`config.mk`:
```
export PLATFORM = sky130hd
export DESIGN_NAME = srv_line_prefetch_mem_flat
export DESIGN_NICKNAME = d
export VERILOG_FILES = /design/src/rtl/srv_line_prefetch_mem_if.sv /design/src/rtl/srv_line_prefetch_mem.sv /design/src/flat_wrapper.sv
export SDC_FILE = /design/constraint.sdc
export NUM_CORES = 1
export LEC_CHECK = 0
export ABC_AREA = 1
export BUFFER_PORTS_ARGS = -buffer_cell sky130_fd_sc_hd__buf_4
export CORE_MARGIN = 4
export CORE_UTILIZATION = 35
export DETAILED_ROUTE_END_ITERATION = 10
export PLACE_DENSITY = 0.61
export SLEW_MARGIN = 20
export SYNTH_ARGS = -nofsm -noshare
export SYNTH_HDL_FRONTEND = slang
export SYNTH_SLANG_ARGS = --single-unit
```
`constraint.sdc`:
```
create_clock -name clk -period 2 [get_ports clk]
set_input_delay 0.5 -clock clk [delete_from_list [all_inputs] [get_ports clk]]
set_output_delay 0.5 -clock clk [all_outputs]
set_load 0.1 [all_outputs]
```
`src/rtl/srv_line_prefetch_mem_if.sv`:
```
// Line-fill request/response channel plus the ROM word bus, bundled as one port.
// The slave side is the memory responder. The master side is the requester together with the ROM.
interface srv_line_prefetch_mem_if;
  logic         ext_req_i;
  logic [31:0]  ext_addr_i;
  logic         ext_rsp_o;
  logic [127:0] ext_data_o;
  logic         prefetch_hit_o;
  logic [31:0]  rom_addr_o;
  logic [31:0]  rom_data_i;

  modport master (
    output ext_req_i, ext_addr_i, rom_data_i,
    input  ext_rsp_o, ext_data_o, prefetch_hit_o, rom_addr_o
  );

  modport slave (
    input  ext_req_i, ext_addr_i, rom_data_i,
    output ext_rsp_o, ext_data_o, prefetch_hit_o, rom_addr_o
  );
endinterface

```
`src/rtl/srv_line_prefetch_mem.sv`:
```
// Memory-side line-fill responder.
// It assembles 128-bit lines from four combinational ROM word reads.
// After each response it prefetches the next sequential line into a one-line buffer,
// so that straight-line code gets 1-cycle hits.
module srv_line_prefetch_mem #(
  parameter bit PREFETCH_EN = 1'b1
) (
  input logic clk,
  input logic rst,
  srv_line_prefetch_mem_if.slave bus
);

  typedef enum logic [1:0] {
    IDLE  = 2'd0,
    FETCH = 2'd1,
    RESP  = 2'd2,
    PF    = 2'd3
  } state_t;

  state_t       state;
  state_t       next_state;
  logic [27:0]  req_tag;
  logic [27:0]  fetch_tag;
  logic [27:0]  pf_tag;
  logic [27:0]  resp_tag;
  logic [1:0]   idx;
  logic [127:0] fill;
  logic [127:0] line_done;
  logic [127:0] pf_data;
  logic [127:0] ext_data_q;
  logic [31:0]  rom_addr_q;
  logic         pf_valid;
  logic         hit_q;
  logic         idle_hit;
  logic         idle_miss;
  logic         pf_abort;
  logic         pf_done;
  logic         pf_to_resp;
  logic         unused_addr_bits;

  assign req_tag          = bus.ext_addr_i[31:4];
  assign unused_addr_bits = ^bus.ext_addr_i[3:0];

  assign bus.ext_rsp_o      = (state == RESP);
  assign bus.prefetch_hit_o = (state == RESP) && hit_q;
  assign bus.ext_data_o     = ext_data_q;

  // State register; a synchronous reset returns to IDLE from any state, even mid-fill
  always_ff @(posedge clk) begin
    if (rst) begin
      state <= IDLE;
    end else begin
      state <= next_state;
    end
  end

  // Next-state decode, plus the action strobes that the datapath register block uses
  always_comb begin
    next_state = state;
    idle_hit   = 1'b0;
    idle_miss  = 1'b0;
    pf_abort   = 1'b0;
    pf_done    = 1'b0;
    pf_to_resp = 1'b0;
    case (state)
      IDLE: begin
        if (bus.ext_req_i) begin
          if (pf_valid && (req_tag == pf_tag)) begin
            idle_hit   = 1'b1;
            next_state = RESP;
          end else begin
            idle_miss  = 1'b1;
            next_state = FETCH;
          end
        end
      end
      FETCH: begin
        if (idx == 2'd3) begin
          next_state = RESP;
        end
      end
      RESP: begin
        if (PREFETCH_EN) begin
          next_state = PF;
        end else begin
          next_state = IDLE;
        end
      end
      PF: begin
        if (bus.ext_req_i && (req_tag != pf_tag)) begin
          pf_abort   = 1'b1;
          next_state = FETCH;
        end else if (idx == 2'd3) begin
          pf_done = 1'b1;
          if (bus.ext_req_i) begin
            pf_to_resp = 1'b1;
            next_state = RESP;
          end else begin
            next_state = IDLE;
          end
        end
      end
      default: next_state = IDLE;
    endcase
  end

  // The fourth word comes straight from the ROM in the final fill cycle, so it is merged in here
  always_comb begin
    line_done          = fill;
    line_done[127:96]  = bus.rom_data_i;
  end

  // The ROM address follows the fill counter while filling; otherwise it holds the last issued address
  always_comb begin
    case (state)
      FETCH:   bus.rom_addr_o = {2'b00, fetch_tag, idx};
      PF:      bus.rom_addr_o = {2'b00, pf_tag, idx};
      default: bus.rom_addr_o = rom_addr_q;
    endcase
  end

  // Datapath registers: fill assembly, prefetch buffer, served-line bookkeeping and output data
  always_ff @(posedge clk) begin
    if (rst) begin
      idx        <= 2'd0;
      fill       <= '0;
      pf_data    <= '0;
      pf_tag     <= '0;
      pf_valid   <= 1'b0;
      fetch_tag  <= '0;
      resp_tag   <= '0;
      hit_q      <= 1'b0;
      ext_data_q <= '0;
      rom_addr_q <= '0;
    end else begin
      case (state)
        IDLE: begin
          if (idle_miss) begin
            fetch_tag <= req_tag;
            idx       <= 2'd0;
            pf_valid  <= 1'b0;
          end
          if (idle_hit) begin
            ext_data_q <= pf_data;
            hit_q      <= 1'b1;
            resp_tag   <= pf_tag;
          end
        end
        FETCH: begin
          fill[{idx, 5'd0} +: 32] <= bus.rom_data_i;
          rom_addr_q              <= bus.rom_addr_o;
          idx                     <= idx + 2'd1;
          if (idx == 2'd3) begin
            ext_data_q <= line_done;
            hit_q      <= 1'b0;
            resp_tag   <= fetch_tag;
          end
        end
        RESP: begin
          if (PREFETCH_EN) begin
            pf_tag   <= resp_tag + 28'd1;
            idx      <= 2'd0;
            pf_valid <= 1'b0;
          end
        end
        PF: begin
          rom_addr_q <= bus.rom_addr_o;
          if (pf_abort) begin
            fetch_tag <= req_tag;
            idx       <= 2'd0;
            pf_valid  <= 1'b0;
          end else begin
            fill[{idx, 5'd0} +: 32] <= bus.rom_data_i;
            idx                     <= idx + 2'd1;
            if (pf_done) begin
              pf_data  <= line_done;
              pf_valid <= 1'b1;
            end
            if (pf_to_resp) begin
              ext_data_q <= line_done;
              hit_q      <= 1'b1;
              resp_tag   <= pf_tag;
            end
          end
        end
        default: ;
      endcase
    end
  end

endmodule

```
`src/flat_wrapper.sv`:
```
// flat-port wrapper written by rule: the top's interface ports become plain ports
module srv_line_prefetch_mem_flat 
#(
  parameter bit PREFETCH_EN = 1'b1
)
  (clk, rst, bus_ext_req_i, bus_ext_addr_i, bus_rom_data_i, bus_ext_rsp_o, bus_ext_data_o, bus_prefetch_hit_o, bus_rom_addr_o);
  srv_line_prefetch_mem_if bus_i ();
  input logic clk;
  input logic rst;
  input wire logic [$bits(bus_i.ext_req_i)-1:0] bus_ext_req_i;
  input wire logic [$bits(bus_i.ext_addr_i)-1:0] bus_ext_addr_i;
  input wire logic [$bits(bus_i.rom_data_i)-1:0] bus_rom_data_i;
  output wire logic [$bits(bus_i.ext_rsp_o)-1:0] bus_ext_rsp_o;
  output wire logic [$bits(bus_i.ext_data_o)-1:0] bus_ext_data_o;
  output wire logic [$bits(bus_i.prefetch_hit_o)-1:0] bus_prefetch_hit_o;
  output wire logic [$bits(bus_i.rom_addr_o)-1:0] bus_rom_addr_o;
  assign bus_i.ext_req_i = bus_ext_req_i;
  assign bus_i.ext_addr_i = bus_ext_addr_i;
  assign bus_i.rom_data_i = bus_rom_data_i;
  assign bus_ext_rsp_o = bus_i.ext_rsp_o;
  assign bus_ext_data_o = bus_i.ext_data_o;
  assign bus_prefetch_hit_o = bus_i.prefetch_hit_o;
  assign bus_rom_addr_o = bus_i.rom_addr_o;
  srv_line_prefetch_mem #(.PREFETCH_EN(PREFETCH_EN)) u_core (.clk(clk), .rst(rst), .bus(bus_i));
endmodule
```
# After elaboration in Yosys (flattened, before gate mapping)
# Cells that the tools add are included.
# classes
addsub,3
multipliers,0
n_div,0
order_cmp,0
n_eq_ne,15
n_shift,2
muxes,51
n_bitwise,1
reduce_logical,15
# op_table
op,n
$mux 128,5
$pmux 128 s3,1
$pmux 128 s2,1
$mux 28,6
$bwmux 128,1
$shift 32x9->128 const A,1
$shiftx 32x9->128,1
$pmux 28 s3,1
$pmux 32 s2,1
$pmux 28 s2,1
$add 28x1->28 const B,1
$eq 28x28->1,1
$ne 28x28->1,1
$mux 1,22
$mux 2,8
$pmux 2 s4,2
$reduce_and 3->1,4
$ne 2x1->1 const B,5
$neg 7->9,1
$eq 2x2->1 const B,3
$ne 3x1->1 const B,2
$pmux 1 s3,2
$reduce_bool 3->1,2
$reduce_and 5->1,1
9 further kinds,13
# totals
ff_bits,506
latchBits,0
ram_bits,0
mem_bits_ro,0
output_inout_bits,162
elab_cells,98
mem_count,0

# Longest topological paths before layout
# depth
ltp_word,7
ltp_mapped,17
ltp_nobuf,16

# Worst setup path after synthesis
# OpenSTA, ideal clock, no wires.
# synth_timing
path_type,register to output
start,register u_core.state[0]
end,output port bus_rom_addr_o[0]
arrival_time_ps,2638
required_time_ps,1500
slack_ps,-1138
stages_incl_launch_ff,7
n_path_buf,3
cell_sequence,dfxtp_1 buf_2 inv_1 clkbuf_1 clkbuf_1 nor2_1 a21oi_1
# synth_between
elab_chain_cells,2
# synth_rtl
element,line,source
start: declaration,srv_line_prefetch_mem.sv:20,state_t state;
start signal: assignment,srv_line_prefetch_mem.sv:53,state <= next_state;
$eq 2x2->1 / $eq 2x1->1 (equally long branches),srv_line_prefetch_mem.sv:115,case (state)
$pmux 32 s2 *,srv_line_prefetch_mem.sv:115,
end: declaration,flat_wrapper.sv:16,output wire logic [$bits(bus_i.rom_addr_o)-1:0] bus_rom_addr_o;
# Mark *: on every way between the ends. The rest lies on a longest branch, timed or not.

# Final worst setup path
# layout_timing
start,register u_core.state[0]
end,output port bus_rom_addr_o[3]
# The elaborated chain is that of the path after synthesis.

==> impl_metrics.csv <==
group,metric,value,unit
global_routing,grt_pass1_wl,113000,um
critical_path,crit_fanout,13,
floorplan,io_pins,229,
yosys,seq_area_frac_synth,44.6,%
critical_path,cp-end-kind,"output port",
floorplan,dieArea,64900,um2
global_routing,grt_max_degree,118,
critical_path,worstPathArrival,2.04,ns
global_routing,grt_pass1_vias,19500,
placement,place_hpwl,42600,um
yosys,ys_types,33,
clocking,cts_htree_levels,2,
floorplan,dieWidth,255,um
drt,first_pass_iters,6,
drt,routedWlPerCell,18.0,um
timing,finalHoldWorstSlack,0.142,ns
final_layout,fin_nets,3591,
pwr,p_leak,14.1,nW
placement,place.gp.congestion,0.836,
placement,port_buffers,224,
clocking,numCtsBuffers,53,
pwr,power.density,1120,nW/um2
run,maxCapViolCount,0,
clocking,cts_sinks,474,
timing,worstMarginPinSlew,0.597,ns
clocking,cts-root-buf,"clkbuf_16",
timing,setup_viol,431,
yosys,netlist.area_leader.share,44.6,%
clocking,clockBufferDepth,3,
timing,hold_viol,0,
final_layout,final_core_util,51.5,%
floorplan,row_count,90,
yosys,post-synth-top-area-cell,"dfxtp_1",
outcome,violations,"setup timing",
global_routing,antenna_found_initial,1,
clocking,cts_tree,"yes",
global_routing,gr-usage-all-layers,22.0,%
final_layout,stdcell_count,4338,
final_layout,layout_common_cells,"713 x nand2_1, 686 x nor2_1, 459 x dfxtp_1",
floorplan,initial_core_util,35.4,%
yosys,yosys_register_bits,474,
timing,rsz0062_at_grt,"yes",
yosys,synth_area_leaders,"dfxtp_1 45%, nand2_1 15%, nor2_1 15%",
critical_path,crit_path_start_kind,"flip-flop",
critical_path,reg2reg_from,"u_core.pf_tag[19]$_SDFFE_PP0P_",
clocking,clkTransAtPathRegs,0.06,ns
drt,drt.antenna.violating_nets,0,
pwr,ir_worst_vdd,0.639,mV
outcome,outcome,"finished with violations",
drt,via_count,21400,
drt,route.detailed.drc,0,
floorplan,fp.dieH,255,um
floorplan,core_area,60200,um2
timing,fin_crit_sh,127,%
global_routing,overflow,0,
critical_path,crit_path_start,"u_core.state[0]$_SDFFE_PP0P_",
placement,pre_cts_ws,-0.535,ns
final_layout,drive_gt1_share,26.9,%
drt,wirelength,77900,um
final_layout,area_growth,45.7,%
drt,via_per_inst,4.94,
worst_hold_path,hold_class,"in -> reg",
critical_path,critPathKind,"reg -> out",
timing,fin_ws,-0.537,ns
pwr,seq_power_share,32.0,%
timing,fmax,394,MHz
timing,finClkSkew,0.0285,ns
final_layout,final_common_cell,"nand2_1",
yosys,synth.avg_cell_area,6.70,um2
pwr,sw_frac_of_total,39.8,%
timing,relSlewSlack,60.2,%
yosys,syn-cell-area,21300,um2
pwr,intPower,20.9,mW
pwr,power,34.8,mW
worst_hold_path,min_from,"bus_ext_addr_i[27]",
clocking,insertion_delay,0.62,ns
critical_path,worst_ep_required_time,1.50,ns
timing,drv_slew,0,
placement,placed_cells,4104,
timing,period_needed,2.54,ns
drt,drtIter0Drc,2034,
yosys,syn_nets,3251,
clocking,hold_buffers,0,
pwr,clockPowerShare,28.3,%
yosys,synthCells,3178,
pwr,switchingPower,13.8,mW
yosys,ys_warn_count,0,
pwr,power_frac_comb,39.7,%
[cell families after synthesis]
group	share of synthesized area [%]
xor+xnor	1.52
compound gates	14.1
flops	44.6
fa+ha+maj	0.352
buf+inv	8.23
simple gates	31.2
[state kept, by name, indices dropped and copies added, names as in the netlist]
signal / count
u_core.fetch_tag: 28
u_core.resp_tag: 28
u_core.fill: 96
u_core.state: 2
u_core.pf_valid: 1
u_core.rom_addr_q: 32
u_core.idx: 2
u_core.bus.ext_data_o: 128
u_core.pf_data: 128
u_core.pf_tag: 28
u_core.hit_q: 1
[per-layer routing]
layer / share of wire (%) / wire, um / global-route usage (%)
met1: 43 / 33600 / 29.9
met2: 46 / 36100 / 35.7
met3: 7.1 / 5520 / 3.68
met4: 3.5 / 2760 / 7.11
met5: 0 / 0 / 0
[critical path: stages, from the launching register on]
cell	delay, ns
dfxtp_4	0.40
inv_6	0.05
nor2_4	0.18
buf_4	0.18
clkbuf_16	0.17
nand2_1	0.07
o211ai_1	0.13
buf_6	0.27
[timing repair]
| action | 4_1_cts | 5_1_grt |
|---|---|---|
| buffers inserted | 55 | 28 |
| resized for setup | 378 | 322 |
| endpoints found under the setup margin | 446 | 456 |
| cloned | 47 | 24 |
| pin swaps | 49 | 115 |
[area by class of cell]
| type | count | area, um2 |
|---|---|---|
| clock buffers | 80 | 1610 |
| inverters | 188 | 786 |
| repair buffers | 498 | 6210 |
| well taps | 782 | 978 |
| diodes | 1 | 2.50 |
| fillers | 5639 | 29200 |
| multi-input cells | 2303 | 11800 |
| clock inverters | 12 | 141 |
| flip-flops and latches | 474 | 9520 |
[path summary, 6_finish.rpt]
| kind | endpoint | slack [ns] | depth (start not counted) |
|---|---|---|---|
| max reg2reg | u_core.resp_tag[22]$_SDFFE_PP0P_ | -0.35 | 18 |
| max | bus_rom_addr_o[3] | -0.54 | 7 |
| min reg2reg | u_core.resp_tag[27]$_SDFFE_PP0P_ | 0.50 | 2 |
| min | u_core.fetch_tag[23]$_SDFFE_PP0P_ | 0.14 | 3 |
[synthesized netlist by cell type]
cell type / number
a211oi_1: 1
a21oi_1: 85
buf_1: 13
buf_2: 51
buf_4: 27
buf_6: 11
clkbuf_1: 111
clkinv_1: 1
dfxtp_1: 474
ha_1: 6
inv_1: 175
inv_2: 12
nand2_1: 845
nand2_2: 2
nand3_1: 19
nand3_2: 2
nand4_1: 9
nor2_1: 839
nor2_2: 2
nor2_4: 1
nor2_8: 2
nor3_1: 9
nor4_1: 1
nor4_2: 1
o211ai_1: 21
o21ai_0: 216
o21ai_1: 73
o21bai_1: 128
o221ai_1: 1
o22ai_1: 1
or2_2: 2
xnor2_1: 27
xor2_1: 10
[power groups by stage]
stage               clock network, mW  logic, mW  registers, mW
floorplan                           0       4.26           14.6
global placement                    0       10.1           11.2
detailed placement                  0       10.2           11.2
CTS                              10.0       13.0           11.1
global route                     10.4       14.5           11.2
finish                           9.83       13.8           11.1
[through the flow]
step / setup TNS (ns) / cell area (um2)
floorplan: -22.37 / 21500
global placement: -167.91 / 24600
detailed placement: -176.32 / 24600
CTS: -69.49 / 29400
global route: -140.92 / 31000
finish: -79.59 / 31000
No activity file was read; power rests on OpenSTA's default activity.
